--- src/rtl/cpu_pc_alu_ctrl_if.sv ---
// rtl/cpu_pc_alu_ctrl_if.sv - datapath/control bundle between the PC/ALU/control slice and the rest of the CPU
interface cpu_pc_alu_ctrl_if #(
    parameter int W = 64
);
    logic [31:0]  inst;
    logic [W-1:0] imm64;
    logic [W-1:0] rd1;
    logic [W-1:0] rd2;
    logic [W-1:0] pc;
    logic [W-1:0] alu_result;
    logic         reg_write;
    logic         reg2loc;
    logic         mem_write;
    logic         mem_read;
    logic         mem_to_reg;
    logic         alu_src;
    logic         set_flags;
    logic         br_taken;
    logic [2:0]   alu_op;
    logic         flag_n;
    logic         flag_z;
    logic         flag_v;
    logic         flag_c;

    modport master (
        output inst, imm64, rd1, rd2,
        input  pc, alu_result, reg_write, reg2loc, mem_write, mem_read, mem_to_reg,
               alu_src, set_flags, br_taken, alu_op, flag_n, flag_z, flag_v, flag_c
    );

    modport slave (
        input  inst, imm64, rd1, rd2,
        output pc, alu_result, reg_write, reg2loc, mem_write, mem_read, mem_to_reg,
               alu_src, set_flags, br_taken, alu_op, flag_n, flag_z, flag_v, flag_c
    );
endinterface

--- src/rtl/cpu_pc_alu_ctrl.sv ---
// rtl/cpu_pc_alu_ctrl.sv - LEGv8 single-cycle PC, main decoder, 64-bit ALU and NZVC flags
module cpu_pc_alu_ctrl #(
    parameter int           W        = 64,
    parameter logic [W-1:0] RESET_PC = '0
) (
    input  logic                 clk,
    input  logic                 reset,
    cpu_pc_alu_ctrl_if.slave     bus
);
    logic [W-1:0] pc_q;
    logic         n_q, z_q, v_q, c_q;

    logic [10:0]  opcode;
    logic         reg_write_d, reg2loc_d, mem_write_d, mem_read_d, mem_to_reg_d;
    logic         alu_src_d, set_flags_d, br_uncond, br_lt, is_cbz;
    logic [2:0]   alu_op_d;

    logic [W-1:0] b_op, b_eff, result;
    logic [W:0]   sum;
    logic         is_sub, alu_c, alu_v, alu_z, take;

    logic         unused_inst;
    assign unused_inst = ^bus.inst[20:5];

    assign opcode = bus.inst[31:21];

    always_comb begin
        reg_write_d  = 1'b0;
        reg2loc_d    = 1'b0;
        mem_write_d  = 1'b0;
        mem_read_d   = 1'b0;
        mem_to_reg_d = 1'b0;
        alu_src_d    = 1'b0;
        set_flags_d  = 1'b0;
        br_uncond    = 1'b0;
        br_lt        = 1'b0;
        is_cbz       = 1'b0;
        alu_op_d     = 3'b000;
        casez (opcode)
            11'b1001000100?: begin alu_op_d = 3'b010; alu_src_d = 1'b1; reg_write_d = 1'b1; end
            11'b10101011000: begin alu_op_d = 3'b010; reg_write_d = 1'b1; set_flags_d = 1'b1; reg2loc_d = 1'b1; end
            11'b11101011000: begin alu_op_d = 3'b011; reg_write_d = 1'b1; set_flags_d = 1'b1; reg2loc_d = 1'b1; end
            11'b11111000010: begin
                alu_op_d = 3'b010; alu_src_d = 1'b1; mem_read_d = 1'b1; mem_to_reg_d = 1'b1; reg_write_d = 1'b1;
            end
            11'b11111000000: begin alu_op_d = 3'b010; alu_src_d = 1'b1; mem_write_d = 1'b1; end
            11'b000101?????: br_uncond = 1'b1;
            // Only the LT condition is implemented; every other B.cond falls through untaken.
            11'b01010100???: br_lt = (bus.inst[4:0] == 5'h0B) && (n_q != v_q);
            11'b10110100???: is_cbz = 1'b1;
            default: ;
        endcase
    end

    assign b_op   = alu_src_d ? bus.imm64 : bus.rd2;
    assign is_sub = (alu_op_d == 3'b011);
    assign b_eff  = is_sub ? ~b_op : b_op;
    assign sum    = {1'b0, bus.rd1} + {1'b0, b_eff} + {{W{1'b0}}, is_sub};

    always_comb begin
        result = '0;
        alu_c  = 1'b0;
        alu_v  = 1'b0;
        case (alu_op_d)
            3'b000: result = b_op;
            3'b010, 3'b011: begin
                result = sum[W-1:0];
                alu_c  = sum[W];
                alu_v  = (bus.rd1[W-1] == b_eff[W-1]) && (sum[W-1] != bus.rd1[W-1]);
            end
            3'b100: result = bus.rd1 & b_op;
            3'b101: result = bus.rd1 | b_op;
            3'b110: result = bus.rd1 ^ b_op;
            default: result = '0;
        endcase
    end

    assign alu_z = (result == '0);
    // Reset suppresses every side effect, including a branch already decoded this cycle.
    assign take  = reset && (br_uncond || br_lt || (is_cbz && alu_z));

    always_ff @(posedge clk) begin
        if (!reset) begin
            pc_q <= RESET_PC;
            n_q  <= 1'b0;
            z_q  <= 1'b0;
            v_q  <= 1'b0;
            c_q  <= 1'b0;
        end else begin
            pc_q <= take ? pc_q + (bus.imm64 << 2) : pc_q + W'(4);
            if (set_flags_d) begin
                n_q <= result[W-1];
                z_q <= alu_z;
                v_q <= alu_v;
                c_q <= alu_c;
            end
        end
    end

    assign bus.pc         = pc_q;
    assign bus.alu_result = result;
    assign bus.reg_write  = reset && reg_write_d;
    assign bus.reg2loc    = reg2loc_d;
    assign bus.mem_write  = reset && mem_write_d;
    assign bus.mem_read   = reset && mem_read_d;
    assign bus.mem_to_reg = mem_to_reg_d;
    assign bus.alu_src    = alu_src_d;
    assign bus.set_flags  = reset && set_flags_d;
    assign bus.br_taken   = take;
    assign bus.alu_op     = alu_op_d;
    assign bus.flag_n     = n_q;
    assign bus.flag_z     = z_q;
    assign bus.flag_v     = v_q;
    assign bus.flag_c     = c_q;
endmodule

--- src/flat_wrapper.sv ---
// flat-port wrapper written by rule: the top's interface ports become plain ports
module cpu_pc_alu_ctrl_flat 
#(
    parameter int           W        = 64,
    parameter logic [W-1:0] RESET_PC = '0
)
  (clk, reset, bus_inst, bus_imm64, bus_rd1, bus_rd2, bus_pc, bus_alu_result, bus_reg_write, bus_reg2loc, bus_mem_write, bus_mem_read, bus_mem_to_reg, bus_alu_src, bus_set_flags, bus_br_taken, bus_alu_op, bus_flag_n, bus_flag_z, bus_flag_v, bus_flag_c);
  cpu_pc_alu_ctrl_if #(.W(W)) bus_i ();
  input  logic clk;
  input  logic reset;
  input wire logic [$bits(bus_i.inst)-1:0] bus_inst;
  input wire logic [$bits(bus_i.imm64)-1:0] bus_imm64;
  input wire logic [$bits(bus_i.rd1)-1:0] bus_rd1;
  input wire logic [$bits(bus_i.rd2)-1:0] bus_rd2;
  output wire logic [$bits(bus_i.pc)-1:0] bus_pc;
  output wire logic [$bits(bus_i.alu_result)-1:0] bus_alu_result;
  output wire logic [$bits(bus_i.reg_write)-1:0] bus_reg_write;
  output wire logic [$bits(bus_i.reg2loc)-1:0] bus_reg2loc;
  output wire logic [$bits(bus_i.mem_write)-1:0] bus_mem_write;
  output wire logic [$bits(bus_i.mem_read)-1:0] bus_mem_read;
  output wire logic [$bits(bus_i.mem_to_reg)-1:0] bus_mem_to_reg;
  output wire logic [$bits(bus_i.alu_src)-1:0] bus_alu_src;
  output wire logic [$bits(bus_i.set_flags)-1:0] bus_set_flags;
  output wire logic [$bits(bus_i.br_taken)-1:0] bus_br_taken;
  output wire logic [$bits(bus_i.alu_op)-1:0] bus_alu_op;
  output wire logic [$bits(bus_i.flag_n)-1:0] bus_flag_n;
  output wire logic [$bits(bus_i.flag_z)-1:0] bus_flag_z;
  output wire logic [$bits(bus_i.flag_v)-1:0] bus_flag_v;
  output wire logic [$bits(bus_i.flag_c)-1:0] bus_flag_c;
  assign bus_i.inst = bus_inst;
  assign bus_i.imm64 = bus_imm64;
  assign bus_i.rd1 = bus_rd1;
  assign bus_i.rd2 = bus_rd2;
  assign bus_pc = bus_i.pc;
  assign bus_alu_result = bus_i.alu_result;
  assign bus_reg_write = bus_i.reg_write;
  assign bus_reg2loc = bus_i.reg2loc;
  assign bus_mem_write = bus_i.mem_write;
  assign bus_mem_read = bus_i.mem_read;
  assign bus_mem_to_reg = bus_i.mem_to_reg;
  assign bus_alu_src = bus_i.alu_src;
  assign bus_set_flags = bus_i.set_flags;
  assign bus_br_taken = bus_i.br_taken;
  assign bus_alu_op = bus_i.alu_op;
  assign bus_flag_n = bus_i.flag_n;
  assign bus_flag_z = bus_i.flag_z;
  assign bus_flag_v = bus_i.flag_v;
  assign bus_flag_c = bus_i.flag_c;
  cpu_pc_alu_ctrl #(.W(W), .RESET_PC(RESET_PC)) u_core (.clk(clk), .reset(reset), .bus(bus_i));
endmodule
--- config.mk ---
export PLATFORM = sky130hd
export DESIGN_NAME = cpu_pc_alu_ctrl_flat
export DESIGN_NICKNAME = d
export VERILOG_FILES = /design/src/rtl/cpu_pc_alu_ctrl_if.sv /design/src/rtl/cpu_pc_alu_ctrl.sv /design/src/flat_wrapper.sv
export SDC_FILE = /design/constraint.sdc
export NUM_CORES = 1
export LEC_CHECK = 0
export BUFFER_PORTS_ARGS = -buffer_cell sky130_fd_sc_hd__buf_4
export CORE_MARGIN = 8
export CORE_UTILIZATION = 54
export CTS_CLUSTER_SIZE = 40
export DETAILED_ROUTE_END_ITERATION = 16
export PLACE_DENSITY = 0.87
export SLEW_MARGIN = 20
export SYNTH_ARGS = -nofsm -noshare
export SYNTH_HDL_FRONTEND = slang
export SYNTH_SLANG_ARGS = --single-unit
--- constraint.sdc ---
create_clock -name clk -period 12.15 [get_ports clk]
set_clock_uncertainty 0.05 [all_clocks]
set_input_delay 0 -clock clk [delete_from_list [all_inputs] [get_ports clk]]
set_output_delay 0 -clock clk [all_outputs]
set_load 0.02 [all_outputs]
==> run metrics, run 1 <==
run status finished clean; ranking of synthesized cells by area ha_1, dfxtp_1, xnor2_1; final hold vios 0; count of different cell masters after synthesis 84; Slew Viols, Final 0; Syn. warnings 0; I/O pins 369; RSZ-0062 raised after global routing false; mapped cell area 12140 um2; DIE AREA 27540 um2; Bufs on Longest Clock Path 2; Post-synth ARST share 0%; PostCTS Resize Cnt 0; Seq/Total Area, Yosys 10.88%; number of enable flip-flop cells after synthesis 0; Max-Cap Viols 0; top cell type's share of synthesized area 13.81%; GRT met1 Usage 39.61%; CP Launch Point bus_inst[26]; worst reg2reg path depth 23; global route overflow 0; Total Power 0.9333 mW; flops & latches, synth 66; Worst VDD drop 0.00006228 V; CP max stage delay 620 ps; first-pass GRT wire length 73.49 mm; Multi-input gate area 10390 um2; Core ar. 22370 um2; CP Data Required Time 12350 ps; largest net degree at the start of global routing 73; diode count 0; port bufs 349; Post-CTS Hold Fix Bufs 0; Lkg Pwr 7.091 nW; 1st-iter DRT viols 1184; Critical Path Fanout Max 39; Avg Vias per Cell 6.204; Worst R2R Start u_core.bus.flag_v$_SDFFE_PN0N_; crit path to u_core.bus.pc[57]$_SDFF_PN0_; H-tree depth 3; fillers 1958; Detailed Place HPWL 38.54 mm; mean post-synth cell area 7.231 um2; setup bufs post-CTS 0; Tmin final 10950 ps; reg2reg end u_core.bus.pc[57]$_SDFF_PN0_; CTS tree built; min-delay worst type input pin to flop; register area 1321 um2; Fmax 0.09135 GHz; TNS Setup 0 ps; Cells after Synth 1679; layout cells sized above 1 20.30%; clock latency on the worst-skew pair 360 ps; final setup violation count 0; final WL 46.93 mm; cell taking the most area after synthesis ha_1; FF-to-FF setup slack 6310 ps; routability-driven placement congestion ratio 0.9474; DR vias 14050; grt peak-use layer met2; TritonRoute pass-1 iters 7; crit path kind input pin to flop; share of the clock period used by the worst path 90.10%; Sink Count 66; slowest stage cell, crit path nor4_1; Area growth, synth to finish 25.43%; Setup crit end kind flop; CTS Buf Count 9; met2 track demand over resource 54.11%; initial antenna violation count 1; PD cells 61.28 nW/um2; Tightest Pin Transition 764.5 ps; fin nets 2337; initial cell density of the core 54.29%; ANT nets after route 0; top-count cell post-synth a21oi_1; vias in the first global route 13960; Slew Limit Headroom 48.56%; GRT Resource Usage Total 32.43%; startpoint types input pin; Post-route DRC 0; crit path DAT 11150 ps; ys flop type dfxtp_1; Post-synth top cells a21oi_1, nand2_1, ha_1, xnor2_1, and2_1; clock root buffer clkbuf_16; global routing usage on met3 6.275%; row cnt 55; Die Y 166.0 um; Worst-path clk slew 70 ps; Die Wd 166.0 um; wire per inst 20.72 um
[metrics by stage]
stage,setup slack (ps),hold WS [ps],cell area [um2],util (%),std cells
final,1203,25.32,15230,68.10,2265
after global routing,719.1,48.95,15230,68.10,2265
after CTS,1442,29.83,15230,68.10,2265
after detailed placement,1119,245.9,14920,66.69,2249
after global placement,1287,244.6,14920,66.69,2249
after floorplan,2603,31.66,12150,-,1681
[cell families (layout without fill, tap and decap cells)]
kind of cell | Yosys count | count (layout) | synth area share, %
mux | 81 | 81 | 6.739
simple gates | 631 | 631 | 27.32
xor+xnor | 161 | 161 | 11.61
fa+ha+maj | 136 | 136 | 14.14
flops | 66 | 66 | 10.88
compound gates | 486 | 486 | 25.47
other cells | 1 | 3 | 0.03089
buf+inv | 117 | 416 | 3.802
[registers in the layout, summed over array words and instances, names as in the netlist]
signal and count:
u_core.bus.flag_c 1, u_core.bus.pc 62, u_core.bus.flag_n 1, u_core.bus.flag_v 1, u_core.bus.flag_z 1
[cell usage in the layout (no fill, tap or decap), types with 41 or more instances in the layout]
master | Yosys | routed
o21ai_0 | 83 | 83
nor2_1 | 118 | 117
inv_1 | 42 | 41
ha_1 | 134 | 134
dfxtp_1 | 66 | 66
mux2i_1 | 75 | 75
a21oi_1 | 173 | 173
a21o_1 | 63 | 63
nand2_1 | 146 | 145
nand3_1 | 41 | 41
and2_1 | 121 | 121
xnor2_1 | 122 | 122
buf_4 | 3 | 358
[cell type report]
class / instances / share of cell area (%)
repair buffers: 358 / 17.65
flip-flops and latches: 66 / 8.676
inverters: 42 / 1.043
clock buffers: 11 / 1.660
multi-input cells: 1498 / 68.23
well taps: 285 / 2.341
clock inverters: 5 / 0.4026
[critical path, delay by kind of cell]
kind	cells	cell delay (ps)
AOI/OAI and AO/OA	19	5310
xor gates and xnor gates	3	420
adders and majority gates	2	730
buffers and inverters	4	710
muxes	2	520
and+or+nand+nor	11	3410
[routing by layer]
metal  vias to the layer above  share of wire (%)
li1                       6676                  -
met1                      6512                 41
met2                       728                 46
met3                       133                8.3
met4                         2                4.2
met5                         -              0.028
[how the worst min path moves through the flow]
stage / startpoint / to / slack, ps / cells past startpoint
6_report: bus_rd1[63] / u_core.bus.flag_c$_SDFFE_PN0N_ / 30 / 4
3_5_place_dp: bus_inst[22] / bus_mem_write / 250 / 3
5_1_grt: bus_rd1[63] / u_core.bus.flag_c$_SDFFE_PN0N_ / 50 / 4
3_3_place_gp: bus_inst[22] / bus_mem_write / 240 / 3
4_1_cts: bus_rd1[63] / u_core.bus.flag_c$_SDFFE_PN0N_ / 30 / 4
2_1_floorplan: bus_inst[22] / bus_mem_write / 30 / 1
[report_power, final]
part           internal (mW)  switching (mW)
sequential             0.218         0.00135
clock                  0.172           0.129
combinational          0.176           0.237
Note: power is estimated with default switching activity, not from simulation.
==> inputs of run 2 (changes only) <==
CORE_UTILIZATION = 55   (was 54)
CTS_BUF_LIST = sky130_fd_sc_hd__clkbuf_4 sky130_fd_sc_hd__clkbuf_8   (was default)
PLACE_DENSITY = 0.89   (was 0.87)
==> run metrics, run 2 (same netlist as run 1, synthesis figures left out) <==
run status finished clean; min-delay worst type input pin to flop; clock latency on the worst-skew pair 410 ps (+50 ps); RSZ-0062 raised after global routing false; Sink Count 66 (unchanged); Avg Vias per Cell 6.271 (+1.1%); Post-route DRC 0 (unchanged); Worst-path clk slew 90 ps (+20 ps); Top Family by Delay on Critical Path compound AO/OA/AOI/OAI gates; reg2reg end u_core.bus.pc[62]$_SDFF_PN0_; share of the clock period used by the worst path 89.61% (-0.48 points); final WL 47.36 mm (+0.92%); Worst VDD drop 0.00004997 V (-20%); endpoint with the worst hold slack u_core.bus.pc[2]$_SDFF_PN0_; Critical Path Fanout Max 31 (-21%); wire per inst 20.94 um (+1.1%); Die Y 164.6 um (-0.83%); Tmin final 10890 ps (-58.90 ps); slowest stage cell, crit path o31ai_1; PostCTS Resize Cnt 0 (unchanged); Total Power 0.8809 mW (-5.6%); vias in the first global route 13970 (+0.072%); GRT Resource Usage Total 33.42% (+0.99 points); TNS Setup 0 ps (unchanged); port bufs 349 (unchanged); CP Data Required Time 12400 ps (+50 ps); max FFs per register 62 (unchanged); initial antenna violation count 1 (unchanged); first-pass GRT wire length 72.88 mm (-0.84%); setup bufs post-CTS 0 (unchanged); 1st-iter DRT viols 1349 (+14%); fin nets 2338 (+0.043%); Hold Startpoint bus_imm64[0]; CP max stage delay 580 ps (-40 ps); H-tree depth 3 (unchanged); Slew Viols, Final 0 (unchanged); Post-CTS Hold Fix Bufs 0 (unchanged); I/O pins 369 (unchanged); ANT nets after route 0 (unchanged); startpoint types input pin; Fmax 0.09184 GHz (+0.54%); CTS Buf Count 9 (unchanged); Core ar. 21760 um2 (-2.7%); clock root buffer clkbuf_8; layout cells sized above 1 20.34% (+0.040 points); Max-Cap Viols 0 (unchanged); Slew Limit Headroom 49.90% (+1.3 points); Buf/Inv on CP 3 (-1); Bufs on Longest Clock Path 2 (unchanged); initial cell density of the core 55.81% (+1.5 points); post-place instance area 14920 um2 (about the same); crit path kind input pin to flop; DR vias 14190 (+0.95%); final setup violation count 0 (unchanged); Worst R2R Start u_core.bus.flag_v$_SDFFE_PN0N_; most frequent cells in the layout buf_4, a21oi_1, nand2_1; commonest non-fill, non-tap cell in the layout buf_4; final hold vios 0 (unchanged); Setup crit end kind flop; worst reg2reg path depth 22 (-4.3%); PD cells 58.12 nW/um2 (-5.2%); Finished Cell Area 15160 um2 (-0.48%); TritonRoute pass-1 iters 6 (-1); DIE AREA 27090 um2 (-1.6%); FF-to-FF setup slack 6320 ps (about the same); Area growth, synth to finish 24.83%; routability-driven placement congestion ratio 0.9965 (+5.2%); Detailed Place HPWL 38.83 mm (+0.76%); global route overflow 0 (unchanged); CTS tree built; Lkg Pwr 7.071 nW (-0.29%); row cnt 54 (-1.8%); Hold Path Stages 4 (unchanged); largest net degree at the start of global routing 73 (unchanged); Tightest Pin Transition 751.5 ps (-13.01 ps); Die Wd 164.6 um (-0.83%); crit path DAT 11140 ps (about the same)
==> run 2: area by class of cell <==
type / instances / area (um2)
antenna: 1 / 2.502
inverter: 42 / 158.9
clock buffer: 12 / 165.2
fill: 1902 / 6599
multi-input combinational: 1498 / 10390
tap: 280 / 350.3
timing repair buffer: 359 / 2695
clock inverter: 4 / 72.57
sequential: 66 / 1321
==> run 2: per-layer routing <==
| layer | routed length [um] | vias up | GRT usage, % |
|---|---|---|---|
| li1 | - | 6683 | - |
| met1 | 18920 | 6617 | 39.69 |
| met2 | 22180 | 719 | 56.87 |
| met3 | 4017 | 166 | 6.481 |
| met4 | 2246 | 0 | 16.13 |
| met5 | 0 | - | 0 |
==> run 2: how the worst max path moves through the flow <==
stage / startpoint / endpoint / cells after the start
5_1_grt: bus_inst[26] / u_core.bus.pc[62]$_SDFF_PN0_ / 40
2_1_floorplan: bus_inst[26] / u_core.bus.pc[57]$_SDFF_PN0_ / 41
3_5_place_dp: bus_inst[26] / u_core.bus.pc[62]$_SDFF_PN0_ / 40
4_1_cts: bus_inst[26] / u_core.bus.pc[62]$_SDFF_PN0_ / 40
3_3_place_gp: bus_inst[26] / u_core.bus.pc[62]$_SDFF_PN0_ / 40
6_report: bus_inst[26] / u_core.bus.pc[62]$_SDFF_PN0_ / 40
==> run 2: worst reg2reg max path, delay by kind of cell (launching register included) <==
family	cells	cell delay (ps)
fa+ha+maj	1	230
xor+xnor	2	230
buf+inv	1	320
flops	1	400
compound gates	13	3410
simple gates	5	1090
==> run 2: stage by stage <==
stage / util, % / instances / setup slack [ps] / hold slack [ps]
finish: 69.67 / 2262 / 1262 / 2.302
global route: 69.67 / 2262 / 658.7 / 29.40
CTS: 69.66 / 2261 / 1473 / 2.572
detailed placement: 68.56 / 2245 / 1120 / 252.0
global placement: 68.56 / 2245 / 1172 / 249.6
floorplan: - / 1681 / 2603 / 31.66
==> run 2: report_power, final <==
group	total (mW)	switching, mW	internal [mW]
clock network	0.249	0.117	0.132
registers	0.219	0.00129	0.218
logic	0.413	0.236	0.176
